--- src/rtl/cpu_exc_pkg.sv ---
// Shared exception-controller definitions: cause encodings, flag bit positions,
// controller FSM encoding and the interrupt-pending reduction.
package cpu_exc_pkg;

  localparam logic [5:0] ECODE_INT  = 6'h00;
  localparam logic [5:0] ECODE_ADEF = 6'h08;
  localparam logic [5:0] ECODE_ALE  = 6'h09;
  localparam logic [5:0] ECODE_SYS  = 6'h0B;
  localparam logic [5:0] ECODE_BRK  = 6'h0C;
  localparam logic [5:0] ECODE_INE  = 6'h0D;

  localparam logic [8:0] ESUBCODE_NONE = 9'h000;
  localparam logic [8:0] ESUBCODE_ADEF = 9'h000;

  // Bit positions inside wb_exc_flags = {ine, brk, sys, ale, adef}
  localparam int FLAG_ADEF = 0;
  localparam int FLAG_ALE  = 1;
  localparam int FLAG_SYS  = 2;
  localparam int FLAG_BRK  = 3;
  localparam int FLAG_INE  = 4;

  localparam logic [1:0] ST_IDLE     = 2'd0;
  localparam logic [1:0] ST_REDIRECT = 2'd1;
  localparam logic [1:0] ST_HOLD     = 2'd2;

  function automatic logic int_pending(input logic ie, input logic [12:0] is, input logic [12:0] lie);
    return ie & (|(is & lie));
  endfunction

endpackage

--- src/rtl/exc_prio_enc.sv ---
// Combinational cause arbiter: picks the single highest-priority cause
// (INT > ADEF > INE > SYS > BRK > ALE > ERTN) for the retiring instruction.
module exc_prio_enc
  import cpu_exc_pkg::*;
(
  input  logic       i_int_pend,
  input  logic [4:0] i_flags,
  input  logic       i_ertn,
  output logic       o_take_ex,
  output logic       o_take_ertn,
  output logic [5:0] o_ecode,
  output logic [8:0] o_esubcode
);

  // Cause selection; ERTN only wins when nothing else is raised
  always_comb begin
    o_take_ex   = i_int_pend | (|i_flags);
    o_take_ertn = i_ertn & ~o_take_ex;
    o_esubcode  = ESUBCODE_NONE;
    if (i_int_pend) begin
      o_ecode = ECODE_INT;
    end else if (i_flags[FLAG_ADEF]) begin
      o_ecode    = ECODE_ADEF;
      o_esubcode = ESUBCODE_ADEF;
    end else if (i_flags[FLAG_INE]) begin
      o_ecode = ECODE_INE;
    end else if (i_flags[FLAG_SYS]) begin
      o_ecode = ECODE_SYS;
    end else if (i_flags[FLAG_BRK]) begin
      o_ecode = ECODE_BRK;
    end else if (i_flags[FLAG_ALE]) begin
      o_ecode = ECODE_ALE;
    end else begin
      o_ecode = ECODE_INT;
    end
  end

endmodule

--- src/rtl/exc_ctrl.sv ---
// Exception/interrupt controller between WB and the CSR file: arbitrates causes,
// pulses the CSR exception/ertn port and sequences the IF redirect plus squash window.
module exc_ctrl
  import cpu_exc_pkg::*;
#(
  parameter int FLUSH_HOLD = 2
) (
  input  logic        clk,
  input  logic        resetn,
  input  logic        wb_valid,
  output logic        wb_ready,
  output logic        wb_cancel,
  input  logic [31:0] wb_pc,
  input  logic [31:0] wb_vaddr,
  input  logic [4:0]  wb_exc_flags,
  input  logic        wb_ertn,
  input  logic        csr_crmd_ie,
  input  logic [12:0] csr_estat_is,
  input  logic [12:0] csr_ecfg_lie,
  input  logic [31:0] csr_eentry,
  input  logic [31:0] csr_era,
  output logic        ex_pulse,
  output logic [5:0]  ex_ecode,
  output logic [8:0]  ex_esubcode,
  output logic [31:0] ex_pc,
  output logic [31:0] ex_vaddr,
  output logic        ertn_pulse,
  output logic        flush_valid,
  input  logic        flush_ready,
  output logic [31:0] flush_target
);

  localparam logic [3:0] HOLD_INIT = 4'(FLUSH_HOLD - 1);

  logic [1:0]  r_state;
  logic [3:0]  r_cnt;
  logic        r_int_pend;
  logic        r_wb_ready;
  logic        r_ex_pulse;
  logic        r_ertn_pulse;
  logic        r_flush_valid;
  logic [31:0] r_flush_target;
  logic [5:0]  r_ex_ecode;
  logic [8:0]  r_ex_esubcode;
  logic [31:0] r_ex_pc;
  logic [31:0] r_ex_vaddr;

  logic        w_accept;
  logic        w_take_ex;
  logic        w_take_ertn;
  logic        w_ex_acc;
  logic        w_ertn_acc;
  logic [5:0]  w_ecode;
  logic [8:0]  w_esubcode;
  logic [1:0]  w_next_state;
  logic [3:0]  w_next_cnt;

  exc_prio_enc u_prio (
    .i_int_pend  (r_int_pend),
    .i_flags     (wb_exc_flags),
    .i_ertn      (wb_ertn),
    .o_take_ex   (w_take_ex),
    .o_take_ertn (w_take_ertn),
    .o_ecode     (w_ecode),
    .o_esubcode  (w_esubcode)
  );

  assign w_accept   = wb_valid & r_wb_ready;
  assign w_ex_acc   = w_accept & w_take_ex;
  assign w_ertn_acc = w_accept & w_take_ertn;
  assign wb_cancel  = w_accept & (r_int_pend | (|wb_exc_flags));

  assign wb_ready     = r_wb_ready;
  assign ex_pulse     = r_ex_pulse;
  assign ertn_pulse   = r_ertn_pulse;
  assign flush_valid  = r_flush_valid;
  assign flush_target = r_flush_target;
  assign ex_ecode     = r_ex_ecode;
  assign ex_esubcode  = r_ex_esubcode;
  assign ex_pc        = r_ex_pc;
  assign ex_vaddr     = r_ex_vaddr;

  // Redirect/hold sequencing
  always_comb begin
    w_next_state = r_state;
    w_next_cnt   = r_cnt;
    case (r_state)
      ST_IDLE: begin
        if (w_ex_acc | w_ertn_acc) begin
          w_next_state = ST_REDIRECT;
        end else begin
          w_next_state = ST_IDLE;
        end
      end
      ST_REDIRECT: begin
        if (flush_ready) begin
          w_next_state = ST_HOLD;
          w_next_cnt   = HOLD_INIT;
        end else begin
          w_next_state = ST_REDIRECT;
        end
      end
      ST_HOLD: begin
        if (r_cnt == 4'd0) begin
          w_next_state = ST_IDLE;
        end else begin
          w_next_cnt = r_cnt - 4'd1;
        end
      end
      default: begin
        w_next_state = ST_IDLE;
        w_next_cnt   = 4'd0;
      end
    endcase
  end

  // State, handshake outputs and interrupt sampling; ready/valid are decoded from the next state
  always_ff @(posedge clk or negedge resetn) begin
    if (!resetn) begin
      r_state       <= ST_IDLE;
      r_cnt         <= 4'd0;
      r_int_pend    <= 1'b0;
      r_wb_ready    <= 1'b0;
      r_flush_valid <= 1'b0;
      r_ex_pulse    <= 1'b0;
      r_ertn_pulse  <= 1'b0;
    end else begin
      r_state       <= w_next_state;
      r_cnt         <= w_next_cnt;
      r_int_pend    <= int_pending(csr_crmd_ie, csr_estat_is, csr_ecfg_lie);
      r_wb_ready    <= (w_next_state == ST_IDLE);
      r_flush_valid <= (w_next_state == ST_REDIRECT);
      r_ex_pulse    <= w_ex_acc;
      r_ertn_pulse  <= w_ertn_acc;
    end
  end

  // Cause record and redirect target, captured only on the accepting cycle
  always_ff @(posedge clk or negedge resetn) begin
    if (!resetn) begin
      r_flush_target <= 32'h0000_0000;
      r_ex_ecode     <= 6'h00;
      r_ex_esubcode  <= 9'h000;
      r_ex_pc        <= 32'h0000_0000;
      r_ex_vaddr     <= 32'h0000_0000;
    end else if (w_ex_acc) begin
      r_flush_target <= csr_eentry;
      r_ex_ecode     <= w_ecode;
      r_ex_esubcode  <= w_esubcode;
      r_ex_pc        <= wb_pc;
      r_ex_vaddr     <= (w_ecode == ECODE_ADEF) ? wb_pc : wb_vaddr;
    end else if (w_ertn_acc) begin
      r_flush_target <= csr_era;
    end
  end

endmodule

--- config.mk ---
export PLATFORM = sky130hd
export DESIGN_NAME = exc_ctrl
export DESIGN_NICKNAME = d
export VERILOG_FILES = /design/src/rtl/cpu_exc_pkg.sv /design/src/rtl/exc_prio_enc.sv /design/src/rtl/exc_ctrl.sv
export SDC_FILE = /design/constraint.sdc
export NUM_CORES = 1
export LEC_CHECK = 0
export ABC_AREA = 0
export BUFFER_PORTS_ARGS = -buffer_cell sky130_fd_sc_hd__buf_2
export CORE_ASPECT_RATIO = 0.6
export CORE_MARGIN = 5
export CORE_UTILIZATION = 44
export CTS_CLUSTER_DIAMETER = 30
export CTS_CLUSTER_SIZE = 20
export DETAILED_ROUTE_END_ITERATION = 7
export GPL_ROUTABILITY_DRIVEN = 0
export GPL_TIMING_DRIVEN = 0
export HOLD_SLACK_MARGIN = 0.03
export PLACE_DENSITY = 0.8
export REMOVE_ABC_BUFFERS = 1
export SLEW_MARGIN = 20
export SYNTH_ARGS = -nofsm -noshare
export SYNTH_HDL_FRONTEND = slang
export SYNTH_SLANG_ARGS = --single-unit
export TNS_END_PERCENT = 1
--- constraint.sdc ---
create_clock -name clk -period 2 [get_ports clk]
set_input_delay 0 -clock clk [delete_from_list [all_inputs] [get_ports clk]]
set_output_delay 0 -clock clk [all_outputs]
set_load 0.02 [all_outputs]
==> summary.md <==
| Metric | Value |
|---|---|
| Status | finished, final reports clean |
| # clock sinks | approximately 110 |
| Clk root buf | clkbuf_16 |
| DRC | 0 |
| Post-route insts no fill | between 900 and 1k |
| Fraction of final layout cells sized beyond drive strength 1 | between 30% and 40% |
| Hold path cells | 3 |
| Synth cell types | 37 |
| Leak pwr | ~3.8 nW |
| Rel. slew slack | 49.1% |
| All-Layer GR Usage | 25.4% |
| DR WL/cell | between 15 and 20 um |
| WL final | ~18000 um |
| Worst path required time | approximately 2.0 ns |
| Worst Hold Path EP | flush_target[20] |
| Pin count of the biggest net entering global routing | 60 |
| Post-synth ARST share | 100% |
| FF-to-FF path depth | 5 |
| Synthesis-to-finish area growth | 65.0% |
| Clock slew at reported path FFs | approximately 0.07 ns |
| WS Path Type | reg -> out |
| FF+latch area | ~2800 um^2 |
| Hold path start | csr_era[20] |
| Final setup margin | between 0.15 and 0.2 ns |
| Final setup viols | 0 |
| Mapped Avg Cell Area | around 11 um^2 |
| Layout net count | a little over 1k |
| Power Density | approximately 1300 nW/um^2 |
| Seq cells post-synth | 111 |
| Crit Reg-Reg Endpoint | ex_pc[31] |
| Detailed placer's ending HPWL | 11000 um |
| Final Slew Violations | 0 |
| Die ar. | 13500 um^2 |
| MaxCap Viol Count | 0 |
| Synth Cell Area | ~4900 um^2 |
| Reg-to-reg slack, setup | ~0.18 ns |
| Worst-skew pair later-pin latency | ~0.34 ns |
| Rows | 30 |
| Post-route cell area | 8160 um^2 |
| DP Area | 6470 um^2 |
| Sequential area share after synthesis | 56.2% |
| Die X | roughly 150 um |
| Number of buffers added on ports | 269 |
| Most common cell in the netlist | dfrtp_1 |
| Dpl ws | -0.557 ns |
| Congestion Overflow GR | 0 |
| Hold_ws | ~0.037 ns |
| H-tree levels | 3 |
| CP arrival | 1.82 ns |
| Leading area contributor after synthesis | dfrtp_1 |
| First-pass GRT wire length | between 20000 and 30000 um |
| Core Region | approximately 11000 um^2 |
| Post-Route Setup TNS | 0 ns |
| CP startpoint kind | register |
| TritonCTS buffer count | 9 |
| Via density per instance | between 5 and 6 |
| Commonest cells post-synth | dfrtp_1, nor2_1, a21oi_1 |
| CTS tree | done |
| Initial Util | between 40 and 50% |
| Synthesized instance count | around 450 |
| Min-delay worst type | in -> reg |
| Fin. Hold Viols | 0 |
| Initial antenna violation count | 0 |
| Critical Path Fanout Max | 31 |
| Total power draw | about 11 mW |
| Share of the synthesized area in the top cell type | between 50% and 60% |
| Reg-to-Reg Start | r_int_pend |
| CP startpoint | r_int_pend |
| Final core utilization | 73.2% |
| RSZ-0062 raised after global routing | false |
| Worst Setup End Kind | primary output |
| Placed Cells | 843 |
| EDFF count, synth | 0 |
| Die height | 92.1 um |
| Fmax | approximately 550 MHz |
| Routed Antenna Nets | 0 |
| Multi-input logic area | roughly 2000 um^2 |
| IO Pins | roughly 280 |
| Main flop type after synthesis | dfrtp_1 |
| Clock Path Buffers | 2 |
| Pre-Repair DR Iteration Count | 5 |
| Filler cell count | 741 |
| Tightest Pin Transition | around 0.76 ns |
| Iteration-0 DRC Markers | 220 |
| Synth top area cells | dfrtp_1, mux2_2, a21oi_1 |
| Period utilization | 91.1% |
| Vias in the first global route | roughly 5.5k |
| Synth Warn # | 0 |
| Vias | between 5k and 6k |
| Clk_skew | about 0.011 ns |
| Max VDD drop | about 760 uV |
| Post-layout min period | roughly 1.8 ns |
## critical path, stage by stage (launching register included)
cell	delay [ns]
dfrtp_2	0.48
nor2_2	0.31
a21oi_4	0.17
buf_12	0.19
buf_16	0.16
buf_2	0.17
## flip-flops by register name, summed over array words and instances, names as in the netlist
name          cells
r_state           2
ertn_pulse        1
ex_vaddr         32
flush_valid       1
wb_ready          1
flush_target     32
ex_pulse          1
r_cnt             4
ex_pc            32
ex_ecode          4
r_int_pend        1
## where the power goes
group	switching [mW]	internal (mW)
clock	0.792	1.10
combinational	2.93	1.89
sequential	0.563	3.26
## timing repair
action                                  CTS  global route
endpoints found under the setup margin   43            10
setup buffers                             0             3
hold buffers                            130             0
gates resized for setup                   4             0
endpoints found under the hold margin   159             0
pin swaps                                 1             1
## cell type report
cell class	count	area share (%)
multi-input combinational	305	24.6
clock buffer	11	2.85
clock inverter	5	0.997
inverter	8	0.368
sequential	111	34.1
timing repair buffer	409	34.9
tap	144	2.21
antenna	1	0.0307
## cells by family (layout without fill, tap and decap cells)
group,count (synthesis),count (layout),synth area share [%]
mux,64,64,13.8
compound gates,122,122,14.0
simple gates,102,102,9.51
other cells,1,12,0.0758
buf+inv,47,433,4.96
flops,111,111,56.2
fa+ha+maj,6,6,1.52
## routing by layer
layer / track usage [%] / share of wire [%] / vias up / wire (um)
met2: 48.1 / 54 / 242 / 9560
met4: 10.4 / 3.7 / 0 / 656
met5: 0 / 0 / - / 0
li1: - / - / 2378 / -
met1: 27.2 / 36 / 2457 / 6260
met3: 6.17 / 6.1 / 60 / 1070
## how the worst max path moves through the flow
stage,endpoint,slack [ns]
3_5_place_dp,flush_target[24],-0.56
5_1_grt,flush_valid,0.11
4_1_cts,ex_pc[11],0.05
2_1_floorplan,ex_ecode[0],-3.78
6_report,wb_cancel,0.18
3_3_place_gp,ex_ecode[0],-5.06
## placed cells by master, fill, tap and decap left out, types with 4 or more instances in the layout
cell	Yosys	final
buf_16	0	4
o22ai_1	32	32
ha_1	6	6
buf_2	10	268
dlygate4sd3_1	0	130
inv_1	8	8
dfrtp_1	111	110
conb_1	1	11
nand3_1	5	4
clkbuf_16	0	9
a22oi_1	6	6
mux2i_1	32	32
mux2_2	32	32
nor2b_1	6	5
nand2_1	5	5
nor2_1	70	69
o21ai_0	8	8
a21oi_1	67	65
Note: power is estimated with default switching activity, not from simulation.
